## config.mk

```make
export PLATFORM = sky130hd
export DESIGN_NAME = free_list
export DESIGN_NICKNAME = d
export VERILOG_FILES = /design/src/rtl/sys_defs.sv /design/src/rtl/free_list.sv
export SDC_FILE = /design/constraint.sdc
export NUM_CORES = 1
export LEC_CHECK = 0
export CAP_MARGIN = 40
export CORE_MARGIN = 4
export CORE_UTILIZATION = 38
export DETAILED_ROUTE_END_ITERATION = 10
export SYNTH_ARGS = -nofsm -noshare
export SYNTH_HDL_FRONTEND = slang
export SYNTH_SLANG_ARGS = --single-unit
```

## constraint.sdc

```tcl
create_clock -name clock -period 5.8 [get_ports clock]
set_input_delay 0.58 -clock clock [delete_from_list [all_inputs] [get_ports clock]]
set_output_delay 0.58 -clock clock [all_outputs]
set_load 0.03 [all_outputs]
```

## src/rtl/sys_defs.sv

```systemverilog
// Shared rename-stage definitions: register counts and the TAG bundle
// passed between the free list, map table and ROB.
package sys_defs;

  localparam int PHYS_REGS  = 64;
  localparam int ARCH_REGS  = 32;
  localparam int PHYS_IDX_W = $clog2(PHYS_REGS);

  // Free-list geometry; DEPTH must stay a power of two so pointers wrap naturally.
  localparam int FL_DEPTH = PHYS_REGS - ARCH_REGS;
  localparam int FL_IDX_W = $clog2(FL_DEPTH);
  localparam int FL_CNT_W = FL_IDX_W + 1;

  typedef struct packed {
    logic [PHYS_IDX_W-1:0] phys_reg;
    logic                  valid;
    logic                  ready;
  } TAG;

endpackage

```

## src/rtl/free_list.sv

```systemverilog
// Circular FIFO of free physical register tags for the rename stage.
// Dispatch pops from head, retire pushes the old tag at tail, and a
// squash rewinds head to the retire pointer so every speculative
// allocation returns to the list in one cycle.
module free_list
  import sys_defs::*;
(
  input  logic                clock,
  input  logic                reset,
  input  logic                dispatch_en,
  output TAG                  free_tag,
  input  logic                retire_en,
  input  TAG                  retire_tag,
  input  logic                squash,
  output logic                empty,
  output logic [FL_CNT_W-1:0] free_count
);

  logic [PHYS_IDX_W-1:0] r_buf [FL_DEPTH];
  logic [FL_IDX_W-1:0]   r_head;
  logic [FL_IDX_W-1:0]   r_tail;
  logic [FL_IDX_W-1:0]   r_retire_head;
  logic [FL_CNT_W-1:0]   r_count;

  logic                  w_pop;
  logic                  w_push_req;
  logic                  w_push;
  logic                  w_full;
  logic [FL_IDX_W-1:0]   w_tail_nxt;
  logic [FL_IDX_W-1:0]   w_retire_head_nxt;
  logic [FL_IDX_W-1:0]   w_span;
  logic [FL_CNT_W-1:0]   w_count_nxt;
  logic                  w_unused_ready;

  assign w_unused_ready = retire_tag.ready;

  // Output view of the head entry; zero latency so the map table samples it with dispatch_en.
  always_comb begin
    free_tag.phys_reg = r_buf[r_head];
    free_tag.valid    = (r_count != '0);
    free_tag.ready    = 1'b0;
    empty             = (r_count == '0);
    free_count        = r_count;
  end

  // Pop/push qualification and next-state pointer and count arithmetic.
  always_comb begin
    w_full            = (r_count == FL_CNT_W'(FL_DEPTH));
    w_pop             = dispatch_en & ~empty & ~squash;
    w_push_req        = retire_en & retire_tag.valid;
    w_push            = w_push_req & ~w_full;
    w_tail_nxt        = w_push ? r_tail + 1'b1 : r_tail;
    w_retire_head_nxt = w_push ? r_retire_head + 1'b1 : r_retire_head;
    w_span            = w_tail_nxt - w_retire_head_nxt;
    w_count_nxt       = r_count;
    if (squash) begin
      // Everything not yet retired comes back: free = DEPTH minus retired-but-unrecycled span.
      w_count_nxt = FL_CNT_W'(FL_DEPTH) - {1'b0, w_span};
    end else if (w_push && !w_pop) begin
      w_count_nxt = r_count + 1'b1;
    end else if (w_pop && !w_push) begin
      w_count_nxt = r_count - 1'b1;
    end
  end

  // State update; reset reloads the list with the tags not mapped architecturally.
  always_ff @(posedge clock) begin
    if (reset) begin
      for (int i = 0; i < FL_DEPTH; i++) begin
        r_buf[i] <= PHYS_IDX_W'(ARCH_REGS + i);
      end
      r_head        <= '0;
      r_tail        <= '0;
      r_retire_head <= '0;
      r_count       <= FL_CNT_W'(FL_DEPTH);
    end else begin
      if (w_push) begin
        r_buf[r_tail] <= retire_tag.phys_reg;
      end
      if (squash) begin
        r_head <= w_retire_head_nxt;
      end else if (w_pop) begin
        r_head <= r_head + 1'b1;
      end
      r_tail        <= w_tail_nxt;
      r_retire_head <= w_retire_head_nxt;
      r_count       <= w_count_nxt;
    end
  end

  // A retire into a full list means the ROB and free list disagree; the push is dropped.
  always_ff @(posedge clock) begin
    if (!reset) begin
      a_no_push_when_full: assert (!(w_push_req && w_full));
    end
  end

endmodule

```

==> impl_metrics.sql, run 1 <==
INSERT INTO impl_metrics (metric_group, metric, value, unit) VALUES
('hold_path', 'hold_crit_depth', '2', ''),
('clock_tree', 'hold_buffers', '0', ''),
('worst_setup_path', 'cp_common_cell', 'sky130_fd_sc_hd__mux4_2', ''),
('worst_setup_path', 'worstPathCellList', 'buf_4, mux4_2, mux4_2, mux2_2, clkdlybuf4s50_1', ''),
('hold_path', 'min-delay-start', 'r_retire_head[3]', ''),
('worst_setup_path', 'critical_path.reg2reg.endpoint', 'free_count[3]', ''),
('timing', 'drv_slew', '0', ''),
('grt', 'global_route.usage.total', '16.23', '%'),
('grt', 'met3_resource_use_gr', '2.262', '%'),
('routing', 'post_drt_via_cell_ratio', '5.621', ''),
('routing', 'dr.pass1.iters', '6', ''),
('worst_setup_path', 'cp_slowest_stage_delay', '0.80', 'ns'),
('grt', 'overflow', '0', ''),
('grt', 'global_route_wire_length_before_repair', '38.67', 'mm'),
('synthesis', 'yosysSeqAreaShare', '59.90', '%'),
('clock_tree', 'cts.sink_count', '218', ''),
('power', 'power_leakage', '0.003402', 'uW'),
('routing', 'post_drt_wl_per_cell', '21.75', 'um'),
('grt', 'grt_pass1_vias', '6592', ''),
('timing', 'rsz0062_at_grt', 'no', ''),
('grt', 'global_route.peak_usage_layer', 'met2', ''),
('die', 'initial_utilization', '38.83', '%'),
('die', 'die_height', '174.2', 'um'),
('timing', 'fin_crit', '4.222', 'ns'),
('worst_setup_path', 'crit_path_max_fanout', '27', ''),
('clock_tree', 'insertion_delay', '0.50', 'ns'),
('placement', 'finalWeightedCongestion', '0.7702', ''),
('synthesis', 'ys_async_sr_fraction', '0', '%'),
('job', 'max-cap-violations', '0', ''),
('final_layout', 'layout.core_utilization', '43.73', '%'),
('grt', 'grt_antenna_before_repair', '0', ''),
('synthesis', 'post_synth_edffs', '192', ''),
('clock_tree', 'cts_h_tree_lvls', '1', ''),
('clock_tree', 'post_cts_repair_setup_buffers', '0', ''),
('synthesis', 'yosys_warnings', '0', ''),
('final_layout', 'num_antenna_cells', '0', ''),
('die', 'core_area', '27030', 'sq um'),
('timing', 'setup_violations', '0', ''),
('hold_path', 'hold_end', 'r_retire_head[3]', ''),
('timing', 'totalNegativeSetupSlack', '0', 'ns'),
('timing', 'final_min_period_over_clock_period', '72.79', '%'),
('clock_tree', 'tritoncts.num_buffers', '23', ''),
('worst_setup_path', 'critical_path_required', '5.22', 'ns'),
('worst_setup_path', 'timing.rr.start', 'free_count[0]', ''),
('worst_setup_path', 'cp_data_arrival_time', '3.64', 'ns'),
('final_layout', 'num-nets-final', '794', ''),
('die', 'die_width', '174.2', 'um'),
('routing', 'postRouteAntennaNets', '0', ''),
('synthesis', 'count_of_mapped_cells_out_of_synthesis', '767', ''),
('worst_setup_path', 'setup.reg_to_reg.worst_slack', '2.09', 'ns'),
('timing', 'timing.max_slew.rel_slack', '40.81', '%'),
('routing', 'detail_route.wirelength', '24.38', 'mm'),
('timing', 'clock_skew', '0.007160', 'ns'),
('die', 'fp.dieArea', '30340', 'sq um'),
('placement', 'port_buffers', '25', ''),
('worst_setup_path', 'criticalPathCategory', 'reg -> out', ''),
('synthesis', 'synth_nets', '796', ''),
('synthesis', 'synth_top_flop_cell', 'sky130_fd_sc_hd__edfxtp_1', ''),
('grt', 'gr-usage-met2', '26.59', '%'),
('timing', 'final_hold_viol_count', '0', ''),
('final_layout', 'final.fill_count', '2493', ''),
('worst_setup_path', 'critPathLaunchType', 'flip-flop', ''),
('clock_tree', 'cts_resized', '0', ''),
('synthesis', 'ys_ff_latch', '218', ''),
('synthesis', 'synthesis.area_per_instance', '13.68', 'sq um'),
('timing', 'tightest_slew', '0.8878', 'ns'),
('clock_tree', 'clockBufferDepth', '3', ''),
('worst_setup_path', 'cp-end-kind', 'primary output', ''),
('status', 'outcome', 'complete, no violations', ''),
('synthesis', 'mappedNetlistArea', '10490', 'sq um'),
('routing', 'via_count', '6301', '');
-- synthesized netlist by cell type, drive strengths merged, types with 2 or more instances --
master / count / area (sq um)
nor3: 45 / 225.2
nor4: 3 / 25.02
mux4: 60 / 1351
o211ai: 2 / 15.01
edfxtp: 192 / 5766
a211oi: 14 / 105.1
a21oi: 9 / 45.04
a21o: 7 / 52.55
nand4: 5 / 31.28
o21ai: 4 / 20.02
inv: 8 / 30.03
dfxtp: 26 / 520.5
nor2b: 6 / 37.54
nand3b: 5 / 37.54
fa: 2 / 40.04
or3b: 3 / 26.28
or2: 32 / 200.2
nor2: 53 / 198.9
mux2i: 3 / 30.03
nand3: 3 / 15.01
mux2: 7 / 78.83
nand2b: 4 / 25.02
buf: 8 / 38.79
or3: 65 / 411.6
xor2: 3 / 26.28
clkbuf: 58 / 217.7
ha: 14 / 175.2
and2: 33 / 206.5
xnor2: 16 / 140.1
o21bai: 4 / 30.03
nand2: 59 / 221.5
-- per-layer routing --
metal  wire length, um  up-vias
li1                  -     2886
met1             11050     3224
met2             11690      155
met3              1180       36
met4               461        0
met5                 0        -
-- cells by family (layout without fill, tap and decap cells) --
kind of cell    after synthesis  after routing  share of synthesized area [%]
compound gates               48             48                          3.410
other cells                   1              1                        0.03574
mux                          70             70                          13.91
fa+ha+maj                    16             16                          2.051
xor+xnor                     20             20                          1.800
simple gates                320            320                          16.16
flops                       218            218                          59.90
buf+inv                      74             87                          2.730
-- per-stage QoR --
step | instances | hold slack (ns) | power (uW) | instance area (sq um) | worst slack [ns]
2_1_floorplan | 767 | 0.5140 | 2321 | 10490 | 2.492
3_3_place_gp | 1076 | 0.5348 | 2513 | 10980 | 1.737
3_5_place_dp | 1081 | 0.5532 | 2528 | 11090 | 1.651
4_1_cts | 1121 | 0.5674 | 3974 | 11820 | 1.516
5_1_grt | 1121 | 0.5831 | 4100 | 11820 | 1.467
6_report | 1121 | 0.5676 | 3935 | 11820 | 1.578
-- final cells by class --
cell class / instances / area [sq um] / share of cell area [%]
sequential: 218 / 6291 / 53.23
timing repair buffer: 39 / 417.9 / 3.536
inverter: 8 / 30.03 / 0.2541
clock inverter: 12 / 103.9 / 0.8787
tap: 341 / 426.7 / 3.610
multi-input combinational: 475 / 3924 / 33.20
clock buffer: 28 / 625.6 / 5.293
-- state kept, by name (all words and copies together) (netlist names), named ones only --
register and cells:
r_retire_head 5, r_head 5, r_buf 192, free_count 6, r_tail 5
-- critical path: cells and delay by family, from the launching register on --
family | cells | cell delay (ns)
buf+inv | 2 | 1.07
flops | 1 | 0.80
mux | 3 | 1.24
-- worst max-delay path by stage --
stage	slack (ns)	end
3_3_place_gp	1.74	free_count[3]
4_1_cts	1.52	free_tag[6]
3_5_place_dp	1.65	free_count[3]
5_1_grt	1.47	free_tag[5]
6_report	1.58	free_tag[6]
2_1_floorplan	2.49	free_count[4]
-- cell usage in the layout (no fill, tap or decap), types with 14 or more instances in the layout --
cell type / n
sky130_fd_sc_hd__ha_1: 14
sky130_fd_sc_hd__nor2_1: 53
sky130_fd_sc_hd__clkbuf_16: 24
sky130_fd_sc_hd__a211oi_1: 14
sky130_fd_sc_hd__edfxtp_1: 192
sky130_fd_sc_hd__nand2_1: 58
sky130_fd_sc_hd__mux4_2: 60
sky130_fd_sc_hd__dfxtp_1: 24
sky130_fd_sc_hd__or2_2: 32
sky130_fd_sc_hd__nor3_1: 45
sky130_fd_sc_hd__and2_1: 33
sky130_fd_sc_hd__or3_1: 64
sky130_fd_sc_hd__xnor2_1: 16
sky130_fd_sc_hd__clkdlybuf4s50_1: 24
-- report_power, final --
group	internal (uW)	total [uW]	switching [uW]
registers	1750	1820	72.2
logic	312	671	358
clock network	851	1440	593
total	2910	3930	1020
Power figures use the tool's default switching activity.
==> inputs of run 2 (changes only) <==
==> constraint.sdc (replaced) <==
create_clock -name clock -period 3.9 [get_ports clock]
set_input_delay 0.39 -clock clock [delete_from_list [all_inputs] [get_ports clock]]
set_output_delay 0.39 -clock clock [all_outputs]
set_load 0.03 [all_outputs]
==> run 2 against run 1 <==
Compared with the run above: register-to-register slack worse by 1.6 ns; worst setup slack worse by 1.4 ns; routed wire length is 1.2% higher; highest routed layer unchanged; hold slack worse by 0.076 ns; utilization increased by 0.30 points; total power is 52% higher; sequential power up 48%; global-route usage up 0.057 points; critical path type unchanged; die area is the same; sequential share of layout area decreased by 0.36 points.
==> impl_metrics.sql, run 2 (synthesized netlist as in run 1, its figures left out) <==
INSERT INTO impl_metrics (metric_group, metric, value, unit) VALUES
('status', 'outcome', 'complete, no violations', ''),
('worst_setup_path', 'worstPathCellList', 'buf_12, mux4_2, mux4_2, mux2_2, clkdlybuf4s50_1', ''),
('clock_tree', 'hold_buffers', '0', ''),
('timing', 'rsz0062_at_grt', 'no', ''),
('worst_setup_path', 'criticalPathCategory', 'reg -> out', ''),
('clock_tree', 'post_cts_repair_setup_buffers', '0', ''),
('final_layout', 'final-instance-count-excl-fill', '1129', ''),
('worst_setup_path', 'critical_path_required', '3.51', 'ns'),
('worst_setup_path', 'cp-end-kind', 'primary output', ''),
('hold_path', 'min-delay-start', 'reset', ''),
('die', 'rows', '60', ''),
('timing', 'final_hold_viol_count', '0', ''),
('worst_setup_path', 'cp_slowest_stage_delay', '0.60', 'ns'),
('clock_tree', 'clockBufferDepth', '3', ''),
('timing', 'drv_slew', '0', ''),
('worst_setup_path', 'timing.rr.start', 'free_count[0]', ''),
('timing', 'fin_worst_hold_slack', '0.4921', 'ns'),
('routing', 'drtIter0Drc', '465', ''),
('clock_tree', 'cts_h_tree_lvls', '1', ''),
('routing', 'dr.pass1.iters', '5', ''),
('routing', 'detail_route.drc_violations', '0', ''),
('die', 'fp.dieArea', '30340', 'sq um'),
('worst_setup_path', 'critPathLaunchType', 'flip-flop', ''),
('timing', 'timing.max_slew.rel_slack', '48.08', '%'),
('worst_setup_path', 'crit_path_max_fanout', '18', ''),
('routing', 'detail_route.wirelength', '24.69', 'mm'),
('worst_setup_path', 'critical_path_buf_inv_count', '2', ''),
('worst_setup_path', 'critical_path.reg2reg.endpoint', 'free_count[3]', ''),
('hold_path', 'hold_crit_depth', '3', ''),
('power', 'power_leakage', '0.003444', 'uW'),
('final_layout', 'num-nets-final', '799', ''),
('clock_tree', 'insertion_delay', '0.52', 'ns'),
('placement', 'port_buffers', '25', ''),
('routing', 'post_drt_via_cell_ratio', '5.512', ''),
('timing', 'totalNegativeSetupSlack', '0', 'ns'),
('die', 'top_level_ports', '28', ''),
('grt', 'overflow', '0', ''),
('final_layout', 'largest_register_ff_count', '192', ''),
('hold_path', 'hold_end', 'r_retire_head[1]', ''),
('clock_tree', 'worst_setup_hold_path_clk_slew', '0.06', 'ns'),
('die', 'initial_utilization', '38.83', '%'),
('power', 'vdd_drop_max', '0.0002913', 'V'),
('clock_tree', 'cts_tree', 'yes', ''),
('hold_path', 'hold_path.class', 'in -> reg', ''),
('grt', 'grt_antenna_before_repair', '0', ''),
('final_layout', 'drive_above_1_share', '20.43', '%'),
('die', 'die_height', '174.2', 'um'),
('clock_tree', 'cts_resized', '0', ''),
('grt', 'global_route.usage.total', '16.28', '%'),
('power', 'total_power', '5972', 'uW'),
('worst_setup_path', 'critPathSlowestCell', 'sky130_fd_sc_hd__clkdlybuf4s50_1', ''),
('final_layout', 'layout_commonest_cell', 'sky130_fd_sc_hd__edfxtp_1', ''),
('timing', 'setup_violations', '0', ''),
('routing', 'postRouteAntennaNets', '0', ''),
('final_layout', 'registers.top_by_ff_count', 'r_buf', ''),
('timing', 'final_min_period_over_clock_period', '95.69', '%'),
('clock_tree', 'tritoncts.num_buffers', '24', ''),
('routing', 'via_count', '6223', ''),
('clock_tree', 'cts.sink_count', '218', ''),
('placement', 'finalWeightedCongestion', '0.7916', ''),
('final_layout', 'final.fill_count', '2443', ''),
('die', 'core_area', '27030', 'sq um'),
('timing', 'clock_skew', '0.01463', 'ns'),
('final_layout', 'layout.core_utilization', '44.03', '%'),
('placement', 'placed_cells', '1085', ''),
('power', 'power_density', '501.9', 'nW/um^2'),
('worst_setup_path', 'critical_path.top_delay_family', 'multiplexers', ''),
('job', 'max-cap-violations', '0', ''),
('worst_setup_path', 'cp_common_cell', 'sky130_fd_sc_hd__mux4_2', ''),
('worst_setup_path', 'r2r.worst_path.cells', '11', ''),
('final_layout', 'flow.area_growth_from_synthesis', '13.39', '%'),
('grt', 'grt_pass1_vias', '6492', ''),
('routing', 'post_drt_wl_per_cell', '21.86', 'um'),
('die', 'die_width', '174.2', 'um'),
('final_layout', 'num_antenna_cells', '0', ''),
('grt', 'global_route_wire_length_before_repair', '38.52', 'mm'),
('grt', 'grt_max_degree', '55', ''),
('timing', 'tightest_slew', '0.7780', 'ns'),
('worst_setup_path', 'cp_data_arrival_time', '3.34', 'ns'),
('worst_setup_path', 'setup.reg_to_reg.worst_slack', '0.49', 'ns'),
('final_layout', 'layout.cells.most_common_list', 'sky130_fd_sc_hd__edfxtp_1 (192), sky130_fd_sc_hd__or3_1 (64), sky130_fd_sc_hd__mux4_2 (60)', ''),
('placement', 'detailed_place_hpwl', '15.66', 'mm'),
('timing', 'fin_crit', '3.732', 'ns'),
('timing', 'fmax', '0.2679', 'GHz'),
('clock_tree', 'library_cell_used_as_clock_root_buffer', 'sky130_fd_sc_hd__clkbuf_16', '');
[run 2: worst max path at each step]
stage | to | slack, ns | cells after the start
after CTS | free_tag[3] | 0.09 | 5
final | free_tag[3] | 0.17 | 5
after global routing | free_tag[3] | 0.05 | 5
after detailed placement | free_count[3] | 0.29 | 12
after floorplan | free_count[4] | 0.59 | 11
after global placement | free_count[3] | 0.41 | 12
[run 2: power breakdown]
group / total (uW) / internal (uW) / switching [uW]
combinational: 1030 / 472 / 562
clock: 2240 / 1340 / 905
sequential: 2700 / 2600 / 95.3
total: 5970 / 4410 / 1560
[run 2: metal layers]
| layer | vias up | track usage [%] | routed length (um) | share of wire, % |
|---|---|---|---|---|
| li1 | 2900 | - | - | - |
| met1 | 3137 | 23.28 | 11080 | 45 |
| met2 | 150 | 26.17 | 11850 | 48 |
| met3 | 36 | 2.392 | 1220 | 4.9 |
| met4 | 0 | 4.487 | 530 | 2.1 |
| met5 | - | 0 | 0 | 0 |
[run 2: stage by stage]
stage	area (sq um)	setup WS, ns
finish	11900	0.1679
global route	11900	0.05303
CTS	11900	0.09457
detailed placement	11120	0.2929
global placement	11100	0.4092
floorplan	10490	0.5919
[run 2: worst min-delay path: stages]
cell and delay (ns):
sky130_fd_sc_hd__buf_2 0.11, sky130_fd_sc_hd__buf_4 0.31, sky130_fd_sc_hd__nor2_1 0.16
[run 2: area by class of cell]
class / instances / area (sq um) / area share [%]
Multi-Input combinational cell: 475 / 3921 / 32.95
Sequential cell: 218 / 6291 / 52.87
Tap cell: 341 / 426.7 / 3.586
Clock inverter: 12 / 107.6 / 0.9043
Clock buffer: 32 / 671.9 / 5.647
Timing Repair Buffer: 43 / 450.4 / 3.785
Inverter: 8 / 30.03 / 0.2524
